[config.mk]
export PLATFORM = sky130hd
export DESIGN_NAME = vga_sprite_bouncer
export DESIGN_NICKNAME = d
export VERILOG_FILES = /design/src/rtl/vga_sprite_bouncer.sv
export SDC_FILE = /design/constraint.sdc
export NUM_CORES = 1
export LEC_CHECK = 0
export CELL_PAD_IN_SITES_DETAIL_PLACEMENT = 0
export CELL_PAD_IN_SITES_GLOBAL_PLACEMENT = 2
export CORE_ASPECT_RATIO = 1.2
export CORE_MARGIN = 2
export CORE_UTILIZATION = 33
export DETAILED_ROUTE_END_ITERATION = 10
export HOLD_SLACK_MARGIN = 0.08
export PLACE_DENSITY_LB_ADDON = 0.3
export SYNTH_ARGS = -nofsm -noshare
export SYNTH_HDL_FRONTEND = slang
export SYNTH_SLANG_ARGS = --single-unit
[constraint.sdc]
create_clock -name pclk -period 6.8 [get_ports pclk]
set_clock_uncertainty 0.2 [all_clocks]
set_input_delay 1.36 -clock pclk [delete_from_list [all_inputs] [get_ports pclk]]
set_output_delay 1.36 -clock pclk [all_outputs]
set_load 0.01 [all_outputs]
[src/rtl/vga_sprite_bouncer.sv]
// vga_sprite_bouncer
//   Bouncing-sprite engine for the 640x480 VGA path. Sits between
//   vga_timing and a combinational sprite ROM. Once every FRAME_DIV
//   frames it moves a rectangular sprite by STEP pixels per axis,
//   reflecting off all four screen edges with exact clamping. Position
//   only changes on frame_start, which arrives in vertical blanking, so
//   a frame is never drawn with a mixed position.
//
// Ports
//   pclk        pixel clock
//   rst         synchronous, active-high reset
//   h_cnt       current column from vga_timing
//   v_cnt       current line from vga_timing
//   valid       active-video flag from vga_timing
//   frame_start one-pclk pulse at start of vertical blanking
//   pause       1 = freeze motion (fcnt, position, direction held)
//   rom_data    ROM word for rom_addr, same cycle
//   rom_addr    sprite ROM address, 0 outside the sprite
//   vga_r/g/b   registered RGB444 pixel, 1-cycle latency from h/v_cnt
//   sprite_x    current sprite left column
//   sprite_y    current sprite top line
//   bounce      one-cycle pulse after an update that flipped a direction
module vga_sprite_bouncer #(
  parameter int unsigned H_RES     = 640,
  parameter int unsigned V_RES     = 480,
  parameter int unsigned SPR_W     = 64,
  parameter int unsigned SPR_H     = 64,
  parameter int unsigned ADDR_W    = 12,
  parameter int unsigned INIT_X    = 430,
  parameter int unsigned INIT_Y    = 50,
  parameter int unsigned STEP      = 1,
  parameter int unsigned FRAME_DIV = 1,
  parameter logic [11:0] BG_COLOR  = 12'h000,
  parameter bit          KEY_EN    = 1'b1,
  parameter logic [11:0] KEY_COLOR = 12'hF0F
) (
  input  logic              pclk,
  input  logic              rst,
  input  logic [9:0]        h_cnt,
  input  logic [9:0]        v_cnt,
  input  logic              valid,
  input  logic              frame_start,
  input  logic              pause,
  input  logic [11:0]       rom_data,
  output logic [ADDR_W-1:0] rom_addr,
  output logic [3:0]        vga_r,
  output logic [3:0]        vga_g,
  output logic [3:0]        vga_b,
  output logic [9:0]        sprite_x,
  output logic [9:0]        sprite_y,
  output logic              bounce
);

  localparam logic [10:0] XMAX   = 11'(H_RES - SPR_W);
  localparam logic [10:0] YMAX   = 11'(V_RES - SPR_H);
  localparam logic [10:0] STEP_W = 11'(STEP);
  localparam logic [10:0] SPR_WW = 11'(SPR_W);
  localparam logic [10:0] SPR_HW = 11'(SPR_H);
  localparam logic [7:0]  FDIV_M = 8'(FRAME_DIV - 1);

  typedef enum logic {
    DIR_POS,
    DIR_NEG
  } dir_t;

  typedef struct packed {
    logic [9:0] pos;
    dir_t       dir;
    logic       flip;
  } axis_t;

  dir_t        dir_x;
  dir_t        dir_y;
  logic [7:0]  fcnt;
  logic [7:0]  fcnt_nx;
  logic        update_tick;
  axis_t       ax;
  axis_t       ay;
  logic        in_area;
  logic [9:0]  off_x;
  logic [9:0]  off_y;
  logic [21:0] lin_addr;
  logic [11:0] pix_nx;

  // One axis of motion. The sum/difference is formed in 11 bits so a step
  // past either limit is detected instead of wrapping, then clamped.
  function automatic axis_t axis_step(input logic [9:0]  pos,
                                      input dir_t        dir,
                                      input logic [10:0] lim);
    axis_t       r;
    logic [10:0] pw;
    pw     = {1'b0, pos};
    r.pos  = pos;
    r.dir  = dir;
    r.flip = 1'b0;
    if (dir == DIR_POS) begin
      if (pw + STEP_W >= lim) begin
        r.pos  = lim[9:0];
        r.dir  = DIR_NEG;
        r.flip = 1'b1;
      end else begin
        r.pos = 10'(pw + STEP_W);
      end
    end else begin
      if (pw <= STEP_W) begin
        r.pos  = '0;
        r.dir  = DIR_POS;
        r.flip = 1'b1;
      end else begin
        r.pos = 10'(pw - STEP_W);
      end
    end
    return r;
  endfunction

  // Frame divider; pause wins over a coincident frame_start.
  always_comb begin
    fcnt_nx     = fcnt;
    update_tick = 1'b0;
    if (frame_start && !pause) begin
      if (fcnt == FDIV_M) begin
        fcnt_nx     = '0;
        update_tick = 1'b1;
      end else begin
        fcnt_nx = fcnt + 8'd1;
      end
    end
  end

  always_comb begin
    ax = axis_step(sprite_x, dir_x, XMAX);
    ay = axis_step(sprite_y, dir_y, YMAX);
  end

  // Sprite hit test and position-derived ROM address.
  always_comb begin
    in_area = ({1'b0, h_cnt} >= {1'b0, sprite_x}) &&
              ({1'b0, h_cnt} <  {1'b0, sprite_x} + SPR_WW) &&
              ({1'b0, v_cnt} >= {1'b0, sprite_y}) &&
              ({1'b0, v_cnt} <  {1'b0, sprite_y} + SPR_HW);
    off_x    = h_cnt - sprite_x;
    off_y    = v_cnt - sprite_y;
    lin_addr = 22'(off_y) * 22'(SPR_W) + 22'(off_x);
    rom_addr = in_area ? lin_addr[ADDR_W-1:0] : '0;
  end

  always_comb begin
    pix_nx = '0;
    if (valid) begin
      if (!in_area) begin
        pix_nx = BG_COLOR;
      end else if (KEY_EN && (rom_data == KEY_COLOR)) begin
        pix_nx = BG_COLOR;
      end else begin
        pix_nx = rom_data;
      end
    end
  end

  always_ff @(posedge pclk) begin
    if (rst) begin
      sprite_x <= 10'(INIT_X);
      sprite_y <= 10'(INIT_Y);
      dir_x    <= DIR_POS;
      dir_y    <= DIR_NEG;
      fcnt     <= '0;
      bounce   <= 1'b0;
      vga_r    <= '0;
      vga_g    <= '0;
      vga_b    <= '0;
    end else begin
      fcnt   <= fcnt_nx;
      bounce <= update_tick && (ax.flip || ay.flip);
      if (update_tick) begin
        sprite_x <= ax.pos;
        dir_x    <= ax.dir;
        sprite_y <= ay.pos;
        dir_y    <= ay.dir;
      end
      {vga_r, vga_g, vga_b} <= pix_nx;
    end
  end

endmodule

# Yosys cells after proc, flatten, opt, wreduce, memory -nomap -nowiden
# Cells that the tools add are included.
[classes]
order_cmp = 8
add_sub_neg = 10
mux = 14
n_reduce_logical = 9
eq_ne = 1
bitwise = 2
[ops]
columns = ["cell", "count"]
rows = [
  ["$mux W10", 4],
  ["$mux W12", 3],
  ["$add A10 B1 Y11 const B", 2],
  ["$add A10 B7 Y11 const B", 2],
  ["$lt A10 B11 Y1", 2],
  ["$ge A10 B10 Y1", 2],
  ["$le A10 B1 Y1 const B", 2],
  ["$sub A10 B1 Y10 const B", 2],
  ["$add A12 B10 Y12", 1],
  ["$eq A12 B12 Y1 const B", 1],
  ["$ge A11 B10 Y1 const B", 1],
  ["$ge A11 B9 Y1 const B", 1],
  ["$sub A10 B10 Y10", 1],
  ["$add A8 B1 Y8 const B", 1],
  ["$logic_not A8 Y1", 1],
  ["$mux W2", 4],
  ["$mux W8", 1],
  ["$sub A6 B6 Y6", 1],
  ["$logic_and A1 B1 Y1", 5],
  ["$reduce_or A4 Y1", 1],
  ["$mux W1", 2],
  ["$not A1 Y1", 2],
  ["$logic_not A1 Y1", 1],
  ["$logic_or A1 B1 Y1", 1],
]
[totals]
in_bits = 37
regBits = 43
wordCells = 53

# Depth between registers and ports, before layout
[depth]
ltp_word = 7
ltp_mapped = 16
depth_no_buf = 16

# Worst setup path after synthesis
# Ideal clock, no wire load.
[synth_path]
path_kind = "input -> output"
start = "input port h_cnt[0]"
end = "output port rom_addr[10]"
path_slack_ps = 1311
cell_stages = 15
t_arrival_ps = 3929
path_buffers = 0
cell_sequence = "inv_1 > ha_1 > fa_1 > nor2b_1 > o21ai_0 > nand2_1 > a21o_1 > a21oi_1 > xnor2_1 > ha_1 > fa_1 > a21o_1 > a21oi_1 > xor2_1 > nor3_1"
[synth_via]
elab_chain_len = 5
elab_cells_between_ends = 8
[synth_lines]
columns = ["element", "line_no", "rtl"]
rows = [
  ["start: declaration", "39", "input logic [9:0] h_cnt,"],
  ["parallel branches: the longest is 4 deep, another holds $add A12 B10 Y12", "n/a", ""],
  ["$mux W12 *", "144", "rom_addr = in_area ? lin_addr[ADDR_W-1:0] : '0;"],
  ["end: declaration", "45", "output logic [ADDR_W-1:0] rom_addr,"],
]
# Every way passes the cells marked *.

# Final worst setup path
# Same ends and word-level chain as after synthesis.

==> flow_summary.toml <==
[finish]
diodes = 0
layout.cells.non_filler = 736
fin_nets = 659
area_growth_pct = 26.8
drive_gt1_share_pct = 5.74

[power_and_ir_drop]
ir_drop_mv = 0.0950
p_per_area_mw_per_mm2 = 142
leakagePower_nw = 1.88

[sta]
slew_headroom_pct = 23.1
setup_viol = 0
finalHoldViolCount = 0
worst_slack_ns = 0.228
setup-tns-final_ns = 0
grt_setup_unrepaired = "false"
period_share_pct = 96.7
report.final.slew_viol_count = 0
worst_pin_slew_ns = 1.15
fin_crit_ns = 6.57
fmax_mhz = 152

[synth]
yosysMostFrequentCell = "ha_1"
ys_seq_area_share_pct = 21.5
synth.top_cell.area_share_pct = 21.5
synth_cell_types = 76
synth-main-ff-cell = "dfxtp_1"
ys_seq_elements = 43
ys_async_sr_fraction_pct = 0
synth_area_mm2 = 0.00401
synth_top_cells_by_count = "ha_1, dfxtp_1, nand2_1"
syn_inst = 508
synth-edff-count = 0
syn_avg_cell_area_um2 = 7.90
synth_area_leader_cell = "dfxtp_1"
syn_nets = 592
yosys_warnings = 0
synth_area_leaders = "dfxtp_1, ha_1, xnor2_1"

[setup_path]
path_class = "in -> out"
reg2reg_depth = 9
cp_max_fo = 3
critPathRequiredTime_ns = 5.24
regToRegEndpoint = "vga_r[3]"
crit_path_end_kind = "output pin"
r2r_start = "sprite_x[1]"
rrSetupSlack_ns = 3.72
crit_path_start_kind = "input port"
arrival_ns = 5.01

[global_routing]
grt_pass1_vias = 4036
antenna_found_initial = 0
grt_overflow = 0
grt_start_max_net_pins = 20
grt_pass1_wl_um = 20300
grt_use_total_pct = 18.8

[status]
outcome = "finished, final reports clean"

[clock_tree]
cts_buffers = 5
ctsHoldBuffers = 0
root_buffer = "clkbuf_16"
clock_sinks = 43
h-tree-depth = 2
clk_path_buf_depth = 2
clk_pin_slew_ns = 0.06
insertion_delay_ns = 0.29
tritoncts = "done"

[drt]
drc = 0
routed_wl_um = 12000
drt_iter0_drc = 212
wl_per_cell_um = 16.3
viasPerCell = 5.44
vias = 4005
ant_nets = 0
drtPass1Iterations = 4

[floorplan]
rows = 44
ios = 82
start_util_pct = 33.4
die_w_um = 105
core_mm2 = 0.0120
die-area_mm2 = 0.0131
die_y_um = 125

[min_path]
worstHoldPathCells = 2
hp-class = "reg -> reg"
worstHoldStart = "fcnt[0]"
hold_path_end = "fcnt[0]"

[placement]
gp_congestion = 0.854
placedCellCount = 729
port_buffers = 81
dp_slack_ns = 0.148
dp_hpwl_um = 9260

[job]
drv_cap = 0
[critical path, cell delays in order]
cell and delay, ns:
clkdlybuf4s50_1 0.45, inv_1 0.04, ha_1 0.22, fa_1 0.38
nor2b_1 0.17, o21ai_1 0.13, nand2_1 0.12, a21o_1 0.11
a21oi_1 0.07, xnor2_1 0.14, ha_1 0.21, fa_1 0.40
a21o_1 0.17, a21oi_1 0.18, xor2_1 0.10, nor3_2 0.19
clkdlybuf4s50_1 0.55
[through the flow]
| stage | instance area [µm²] | power, mW | hold WS, ns | util, % |
|---|---|---|---|---|
| final | 5090 | 0.723 | 0.314 | 42.4 |
| after CTS | 5080 | 0.732 | 0.320 | 42.4 |
| after global placement | 4930 | 0.451 | 0.301 | 41.0 |
| after floorplan | 4010 | 0.387 | 0.274 | - |
| after detailed placement | 4930 | 0.452 | 0.309 | 41.0 |
| after global routing | 5090 | 0.761 | 0.361 | 42.4 |
[routing by layer]
metal,wire [µm],global-route usage (%),part of all wire (%),up-vias
li1,-,-,-,1994
met1,5250,23.7,44,1906
met2,5980,32.4,50,96
met3,655,3.56,5.5,9
met4,132,5.41,1.1,0
met5,0,0,0,-
[registers in the layout, summed over array words and instances (netlist names)]
signal	cells
vga_b	4
dir_y	1
bounce	1
fcnt	8
dir_x	1
sprite_y	10
vga_g	4
vga_r	4
sprite_x	10
[power breakdown]
| group | total, mW | switching (mW) | internal [mW] |
|---|---|---|---|
| sequential | 0.267 | 0.0114 | 0.256 |
| clock | 0.275 | 0.103 | 0.172 |
| combinational | 0.180 | 0.0901 | 0.0901 |
| total | 0.723 | 0.205 | 0.518 |
[worst max-delay path by stage]
stage	start	end	slack, ns	cells past startpoint
6_report	h_cnt[0]	rom_addr[10]	0.23	17
3_3_place_gp	h_cnt[0]	rom_addr[10]	0.18	17
5_1_grt	h_cnt[0]	rom_addr[10]	0.001	17
3_5_place_dp	h_cnt[0]	rom_addr[10]	0.15	17
4_1_cts	h_cnt[0]	rom_addr[10]	0.13	17
2_1_floorplan	h_cnt[0]	rom_addr[10]	1.31	15
[cells in the final DEF (no fill, tap or decap), types with 3 or more instances in the layout]
| cell type | n |
|---|---|
| a211oi_1 | 4 |
| a21o_1 | 9 |
| a21oi_1 | 34 |
| a221oi_1 | 6 |
| a22oi_1 | 3 |
| a31oi_1 | 6 |
| and3_1 | 4 |
| buf_4 | 5 |
| clkbuf_16 | 5 |
| clkdlybuf4s50_1 | 81 |
| dfxtp_1 | 43 |
| fa_1 | 3 |
| ha_1 | 44 |
| inv_1 | 35 |
| nand2_1 | 38 |
| nand2b_1 | 5 |
| nand3_1 | 18 |
| nand4_1 | 15 |
| nand4b_1 | 3 |
| nor2_1 | 27 |
| nor2b_1 | 9 |
| nor3_1 | 35 |
| nor3b_1 | 6 |
| nor4_1 | 6 |
| o211ai_1 | 5 |
| o21a_1 | 8 |
| o21ai_0 | 23 |
| o21ai_1 | 4 |
| o22ai_1 | 3 |
| o31ai_1 | 4 |
| xnor2_1 | 23 |
| xor2_1 | 9 |
[kinds of logic (layout without fill, tap and decap cells)]
family	Yosys count	after routing	synth area share (%)
multiplexers	2	2	0.499
flip-flops	43	43	21.5
adder cells (fa/ha/maj)	47	47	15.2
buffers and inverters	63	130	7.02
AND/OR/NAND/NOR	189	189	26.3
AO/OA/AOI/OAI	131	131	22.0
XOR/XNOR	33	33	7.58
[cell type report]
cell class	count	area [µm²]
fill	1285	6910
multi-input combinational	402	2880
sequential	43	861
timing repair buffer	86	848
tap	161	201
inverter	37	139
clock buffer	6	129
clock inverter	1	30.0
[what timing repair did]
item                       4_1_cts  5_1_grt
setup buffers                    0        0
setup endpoints to repair        0        2
resized for setup                0        3
No activity file was read; power rests on OpenSTA's default activity.
